==> src/rtl/full_adder.sv <==
// full_adder
//   Single-bit full adder: the leaf cell of the ripple-carry adder chains.
//   A combinational path feeds carry chains directly. A registered path
//   delays {valid, cout, sum} by PIPE_STAGES enabled clock edges so the same
//   cell can be used in registered datapaths.
//
// Parameters
//   PIPE_STAGES  register stages on the registered path, 1..8 (default 1)
//
// Ports
//   clk        in   rising-edge clock for the registered path
//   rst_n      in   asynchronous active-low reset, clears every stage
//   a, b, cin  in   operand bits and carry-in
//   sum        out  combinational a ^ b ^ cin
//   cout       out  combinational (a & b) | (cin & (a ^ b))
//   gen        out  combinational carry-generate a & b
//   prop       out  combinational carry-propagate a ^ b
//   en         in   pipeline advance enable; 0 freezes every stage
//   valid_in   in   marks a, b, cin as a valid operation
//   sum_q      out  registered sum, PIPE_STAGES enabled edges late
//   cout_q     out  registered carry-out, aligned with sum_q
//   valid_out  out  valid flag aligned with sum_q / cout_q
module full_adder #(
    parameter int unsigned PIPE_STAGES = 1
) (
    input  logic clk,
    input  logic rst_n,
    input  logic a,
    input  logic b,
    input  logic cin,
    output logic sum,
    output logic cout,
    output logic gen,
    output logic prop,
    input  logic en,
    input  logic valid_in,
    output logic sum_q,
    output logic cout_q,
    output logic valid_out
);

    generate
        if (PIPE_STAGES < 1 || PIPE_STAGES > 8) begin : g_bad_stages
            $error("full_adder: PIPE_STAGES must be in 1..8");
        end
    endgenerate

    // Combinational leaf: no dependence on clk, reset or qualifiers.
    assign prop = a ^ b;
    assign gen  = a & b;
    assign sum  = prop ^ cin;
    assign cout = gen | (cin & prop);

    // Stage 0 is bit 0; the last stage drives the registered outputs.
    logic [PIPE_STAGES-1:0] v_q;
    logic [PIPE_STAGES-1:0] s_q;
    logic [PIPE_STAGES-1:0] c_q;

    // Single-stage case is split out so the shift slice never goes negative.
    generate
        if (PIPE_STAGES == 1) begin : g_one_stage
            always_ff @(posedge clk or negedge rst_n) begin
                if (!rst_n) begin
                    v_q <= '0;
                    s_q <= '0;
                    c_q <= '0;
                end else if (en) begin
                    v_q <= valid_in;
                    s_q <= sum;
                    c_q <= cout;
                end
            end
        end else begin : g_multi_stage
            always_ff @(posedge clk or negedge rst_n) begin
                if (!rst_n) begin
                    v_q <= '0;
                    s_q <= '0;
                    c_q <= '0;
                end else if (en) begin
                    v_q <= {v_q[PIPE_STAGES-2:0], valid_in};
                    s_q <= {s_q[PIPE_STAGES-2:0], sum};
                    c_q <= {c_q[PIPE_STAGES-2:0], cout};
                end
            end
        end
    endgenerate

    assign valid_out = v_q[PIPE_STAGES-1];
    assign sum_q     = s_q[PIPE_STAGES-1];
    assign cout_q    = c_q[PIPE_STAGES-1];

endmodule

==> config.mk <==
export PLATFORM = sky130hd
export DESIGN_NAME = full_adder
export DESIGN_NICKNAME = d
export VERILOG_FILES = /design/src/rtl/full_adder.sv
export SDC_FILE = /design/constraint.sdc
export NUM_CORES = 1
export LEC_CHECK = 0
export BUFFER_PORTS_ARGS = -buffer_cell sky130_fd_sc_hd__clkbuf_2
export CAP_MARGIN = 20
export CORE_AREA = 2 2 39 41
export CTS_CLUSTER_DIAMETER = 200
export DETAILED_ROUTE_END_ITERATION = 12
export DIE_AREA = 0 0 41 43
export GPL_TIMING_DRIVEN = 0
export PLACE_DENSITY = 0.3
export SYNTH_ARGS = -nofsm -noshare
export SYNTH_HDL_FRONTEND = slang
export SYNTH_SLANG_ARGS = --single-unit
==> constraint.sdc <==
create_clock -name clk -period 1.1 [get_ports clk]
set_clock_uncertainty 0.15 [all_clocks]
set_input_delay 0.165 -clock clk [delete_from_list [all_inputs] [get_ports clk]]
set_output_delay 0.165 -clock clk [all_outputs]
set_load 0.02 [all_outputs]
Word level (Yosys, flattened, before mapping). Index checks and enable logic that the tools add are counted.

Bitwise logic cells: 5.

Operators by type and width (number): $and 1x1->1 (2); $xor 1x1->1 (2); $or 1x1->1 (1).

Flip-flop bits (word level): 3. Input bits: 7. Output and inout bits: 7. Logic and storage cells: 8.

Longest topological paths before layout. Gate-level depths: netlist (run 1).

Word-level depth: 3. Gate-level depth with buffers: 2. Gate-level depth less buffers: 2.

Worst setup path after synthesis (run 1). OpenSTA, ideal clock, no wires.

Kind: input-to-reg. Start: input a. End: register s_q, in the netlist sum_q. Arrival time: 1.042 ns. Data required time: 0.825 ns. Slack: -0.217 ns. Cell stages on the path: 2. Cell sequence: fa_1 -> mux2_2.

Longest elaborated chain between the ends: 2.

RTL lines: start: declaration (line 28) `input logic a,`; $xor 1x1->1 (line 49) `assign prop = a ^ b;`; $xor 1x1->1 (line 51) `assign sum = prop ^ cin;`; end signal: assignment (line 69) `s_q <= sum;`; end: declaration (line 56) `logic [PIPE_STAGES-1:0] s_q;`.

No other way between the ends. A chain may end at the register's enable or synchronous reset.

Worst setup path in the final report (run 1).
Start: input b. End: output sum.

Longest elaborated chain between the ends: 2.

RTL lines: start: declaration (line 29) `input logic b,`; $xor 1x1->1 (line 49); $xor 1x1->1 (line 51); end: declaration (line 31) `output logic sum,`.

No other way between the ends.

==> results_dict.tcl, run 1 <==
set metrics [dict create \
    status "finished with violations" \
    violations "setup timing" \
    hp-class "input port to flop" \
    total_power_w 0.000493 \
    tightest_slew_ns 0.122 \
    wl_per_cell_um 8.09 \
    cp_data_arrival_time_ns 0.96 \
    grt_overflow 0 \
    setup_viol 2 \
    syn_inst 8 \
    placedInstanceArea_um2 236 \
    port_buffers 13 \
    diodes 0 \
    critPathRequiredTime_ns 0.78 \
    cts.sinks 3 \
    grt_antenna_before_repair 0 \
    yosys.area.top_type "dfrtp_1" \
    p_leak_nw 0.165 \
    cts_tree "yes" \
    setup_slack_ns -0.180 \
    ir_worst_vdd_mv 0.283 \
    grt_pass1_vias 160 \
    clk_pin_slew_worst_paths_ns 0.04 \
    place_ws_ns -0.218 \
    setup.worst_path.end_class "output port" \
    path_cells "buf_8 -> fa_2 -> buf_8" \
    crit_path_top_delay_cell "fa_2" \
    synthTopCellsByArea "dfrtp_1 53%, mux2_2 24%, fa_1 14%, ha_1 8.8%" \
    layout_commonest_cell "clkbuf_2" \
    numCtsBuffers 3 \
    yosys_register_bits 3 \
    ys_types 4 \
    syn2layout_area_growth_pct 131 \
    crit_type "input port to output port" \
    seqCellArea_um2 75.1 \
    max_cap_viol_count 0 \
    htree_num_levels 1 \
    track_usage_pct 6.24 \
    place_congestion 0.535 \
    ant_nets 0 \
    io_pins 14 \
    critPathMostFrequentCell "buf_8" \
    relSlewSlack_pct 91.9 \
    rsz0062_at_grt "true" \
    netlist_area_um2 141 \
    final_nets 38 \
    fmax_mhz 781 \
    p_per_area_nw_per_um2 1510 \
    fin_tns_setup_ns -0.197 \
    final_layout_size_suffix_gt1_share_pct 78.6 \
    hold_viol_final 0 \
    wl_um 356 \
    clock_tree.buffer_depth 2 \
    yosysSeqAreaShare_pct 53.1 \
    hold_depth 2 \
    start_kind "input port" \
    period_needed_ns 1.28 \
    dieArea_um2 1760 \
    first_pass_iters 1 \
    synth_nets 17 \
    multiInputGateArea_um2 76.3 \
    grt_max_degree 4 \
    die_x_um 41 \
    hold_ws_ns 0.0211 \
    syn_area_per_cell_um2 17.7 \
    die_h_um 43 \
    vias 143 \
    initial_core_util_pct 10.2 \
    drtIter0Drc 0 \
    final_cell_mix "8 x clkbuf_2, 3 x clkbuf_4, 3 x dfrtp_1, 3 x buf_8, 3 x buf_4" \
    critPathMaxFanout 2 \
    drv_slew 0 \
    finalCritPeriodShare_pct 116 \
    nFillCells 153 \
    via_per_inst 3.25 \
    worst_r2r_path_depth 2 \
    cp_slowest_stage_delay_ns 0.59 \
    clock-root-buffer "clkbuf_4" \
    final_cell_area_um2 327 \
    route.detailed.drc 0 \
    yosys.area.top_type_share_pct 53.1 \
    rows 14 \
    grt_pass1_wl_um 565 \
    core_area_um2 1380 \
    clk_latency_ns 0.23 \
    yosysWarnings 0 \
]
-- path summary, 6_finish.rpt --
check | startpoint | endpoint | slack (ns)
worst min register to register | sum_q$_DFFE_PN0P_ | sum_q$_DFFE_PN0P_ | 0.35
worst max register to register | cout_q$_DFFE_PN0P_ | cout_q$_DFFE_PN0P_ | 0.09
worst max-delay path | b | sum | -0.18
max in group asynchronous | rst_n | valid_out$_DFFE_PN0P_ | 0.58
min in group asynchronous | rst_n | cout_q$_DFFE_PN0P_ | 0.12
worst min-delay path | valid_in | valid_out$_DFFE_PN0P_ | 0.02
-- through the flow --
step           utilization, %  cells
3_5_place_dp             17.1     37
2_1_floorplan               -      8
4_1_cts                  21.5     43
5_1_grt                  23.6     44
6_report                 23.6     44
3_3_place_gp             17.1     37
-- sequential cells by signal, indices dropped and copies added (netlist names) --
| name | cells |
|---|---|
| cout_q | 1 |
| sum_q | 1 |
| valid_out | 1 |
-- report_power, final --
| group | switching [W] | internal [W] |
|---|---|---|
| Clock | 0.0000559 | 0.000136 |
| Combinational | 0.0000736 | 0.0000928 |
| Sequential | 0.00000809 | 0.000127 |
| Total | 0.000138 | 0.000355 |
-- worst max-delay path, delay by kind of cell --
| family | cells | cell delay (ns) |
|---|---|---|
| buffers and inverters | 2 | 0.21 |
| adder cells (fa/ha/maj) | 1 | 0.59 |
-- cell families (layout without fill, tap and decap cells) --
group | Yosys count | in the layout | share of synthesized area, %
adders and majority gates | 2 | 2 | 23.0
muxes | 3 | 3 | 23.9
buffers and inverters | 0 | 20 | 0
DFF | 3 | 3 | 53.1
-- routing by layer --
metal  global-route usage, %  part of all wire (%)
met5                       0                     0
met3                    6.28                    10
met4                    10.0                   7.3
met1                    2.91                    28
met2                    8.13                    54
-- area by class of cell --
cell class                 instances  share of cell area [%]
multi-input combinational          5                    23.4
tap                               16                    6.13
timing repair buffer              16                    39.5
sequential                         3                    23.0
clock buffer                       4                    8.05
-- repair_timing --
action,4_1_cts,5_1_grt
setup buffers,1,1
resized for setup,4,11
hold buffers,1,0
pin swaps,0,1
setup endpoints to repair,2,4
endpoints found under the hold margin,3,0
-- synth_stat cells --
cell type,n
ha_1,1
dfrtp_1,3
mux2_2,3
fa_1,1
(Power assumes the default switching activity.)
==> run 2, diff against run 1 <==
--- a/constraint.sdc
+++ b/constraint.sdc
@@ -3,3 +3,3 @@
 set_input_delay 0.165 -clock clk [delete_from_list [all_inputs] [get_ports clk]]
 set_output_delay 0.165 -clock clk [all_outputs]
-set_load 0.02 [all_outputs]
+set_load 0.005 [all_outputs]
==> results_dict.tcl, run 2 (synthesized netlist as in run 1, its figures left out) <==
set metrics [dict create \
    setup_viol 1 \
    die_x_um 41 \
    crit_path_top_delay_cell "fa_2" \
    final_nets 36 \
    violations "setup timing" \
    numCtsBuffers 3 \
    grt_pass1_vias 111 \
    cts.sinks 3 \
    clk_pin_slew_worst_paths_ns 0.04 \
    clock-root-buffer "clkbuf_4" \
    cts_tree "yes" \
    setup_slack_ns -0.152 \
    htree_num_levels 1 \
    netSwitchingPower_w 0.0000931 \
    clk_latency_ns 0.23 \
    ff2ff_setup_slack_ns 0.21 \
    hold-path-endpoint "valid_out$_DFFE_PN0P_" \
    cp_data_arrival_time_ns 0.94 \
    grt_antenna_before_repair 0 \
    wl_per_cell_um 8.86 \
    hold_viol_final 0 \
    power.share.switching_pct 22.8 \
    final_layout_size_suffix_gt1_share_pct 76.9 \
    grt_overflow 0 \
    finalCritPeriodShare_pct 114 \
    final_cell_mix "11 x clkbuf_2, 3 x mux2_2, 3 x clkbuf_4, 3 x dfrtp_1, 2 x buf_6" \
    start_kind "input port" \
    drtIter0Drc 0 \
    hold_ws_ns 0.0300 \
    critPathRequiredTime_ns 0.78 \
    utilization_pct 20.1 \
    relSlewSlack_pct 93.8 \
    clkPwrFrac_pct 46.2 \
    r2r-end "valid_out$_DFFE_PN0P_" \
    tightest_slew_ns 0.0937 \
    max_cap_viol_count 0 \
    cp_num_buf_inv 2 \
    route.detailed.drc 0 \
    p_leak_nw 0.138 \
    rr_startpoint "valid_out$_DFFE_PN0P_" \
    ir_worst_vdd_mv 0.577 \
    place_ws_ns -0.194 \
    initial_core_util_pct 10.2 \
    p_int_w 0.000315 \
    fmax_mhz 799 \
    period_needed_ns 1.25 \
    port_buffers 13 \
    hp-class "input port to flop" \
    io_pins 14 \
    worst_r2r_path_depth 1 \
    dieArea_um2 1760 \
    syn2layout_area_growth_pct 96.5 \
    status "finished with violations" \
    grt_pass1_wl_um 420 \
    hold_depth 2 \
    rsz0062_at_grt "true" \
    critPathMaxFanout 2 \
    place_congestion 0.635 \
    path_delay_family "adder cells" \
    ant_nets 0 \
    diodes 0 \
    die_h_um 43 \
    via_per_inst 3.24 \
    rows 14 \
    p_comb_share_pct 21.1 \
    cp_slowest_stage_delay_ns 0.56 \
    first_pass_iters 1 \
    path_cells "buf_6 -> fa_2 -> clkbuf_2" \
    clock_tree.buffer_depth 2 \
    drv_slew 0 \
    grt_max_degree 4 \
    min_from "valid_in" \
    vias 136 \
    layout_commonest_cell "clkbuf_2" \
    core_area_um2 1380 \
    crit_type "input port to output port" \
    setup.worst_path.end_class "output port" \
    p_per_area_nw_per_um2 1470 \
    track_usage_pct 4.02 \
    seq_power_share_pct 32.8 \
    wl_um 372 \
]
==> run 2: worst max-delay path by stage <==
| stage | startpoint | to | depth (start not counted) |
|---|---|---|---|
| finish | a | sum | 3 |
| floorplan | a | sum_q$_DFFE_PN0P_ | 2 |
| global route | a | sum | 3 |
| CTS | cin | sum | 3 |
| detailed placement | a | sum_q$_DFFE_PN0P_ | 3 |
| global placement | a | sum_q$_DFFE_PN0P_ | 3 |
==> run 2: power groups by stage <==
stage               registers (W)  clock network (W)  logic [W]
floorplan                0.000137                  0  0.0000293
global placement         0.000135                  0  0.0000784
detailed placement       0.000135                  0  0.0000811
CTS                      0.000134           0.000201  0.0000839
global route             0.000135           0.000208  0.0000950
finish                   0.000134           0.000188  0.0000860
==> run 2: through the flow <==
step	setup TNS, ns	cells	area, um2	power, W
6_report	-0.152	42	278	0.000408
5_1_grt	-0.164	42	278	0.000438
4_1_cts	-0.154	42	265	0.000419
3_5_place_dp	-0.489	37	229	0.000216
3_3_place_gp	-0.446	37	229	0.000213
2_1_floorplan	-0.0607	8	144	0.000166
==> run 2: area by class of cell <==
class | count | area [um2]
clock buffers | 4 | 26.3
fillers | 151 | 1110
multi-input cells | 5 | 68.8
flip-flops and latches | 3 | 75.1
well taps | 16 | 20.0
repair buffers | 14 | 87.6
==> run 2: what timing repair did <==
action	CTS	global route
hold buffers	1	0
setup endpoints to repair	2	2
resized for setup	0	6
pin swaps	1	1
setup buffers	0	0
hold endpoints to repair	3	0
==> run 2: metal layers <==
layer	track usage (%)	vias up	wire length [um]
met3	3.14	0	64
li1	-	65	-
met1	4.53	60	150
met5	0	-	0
met4	4.00	0	0
met2	4.38	11	157
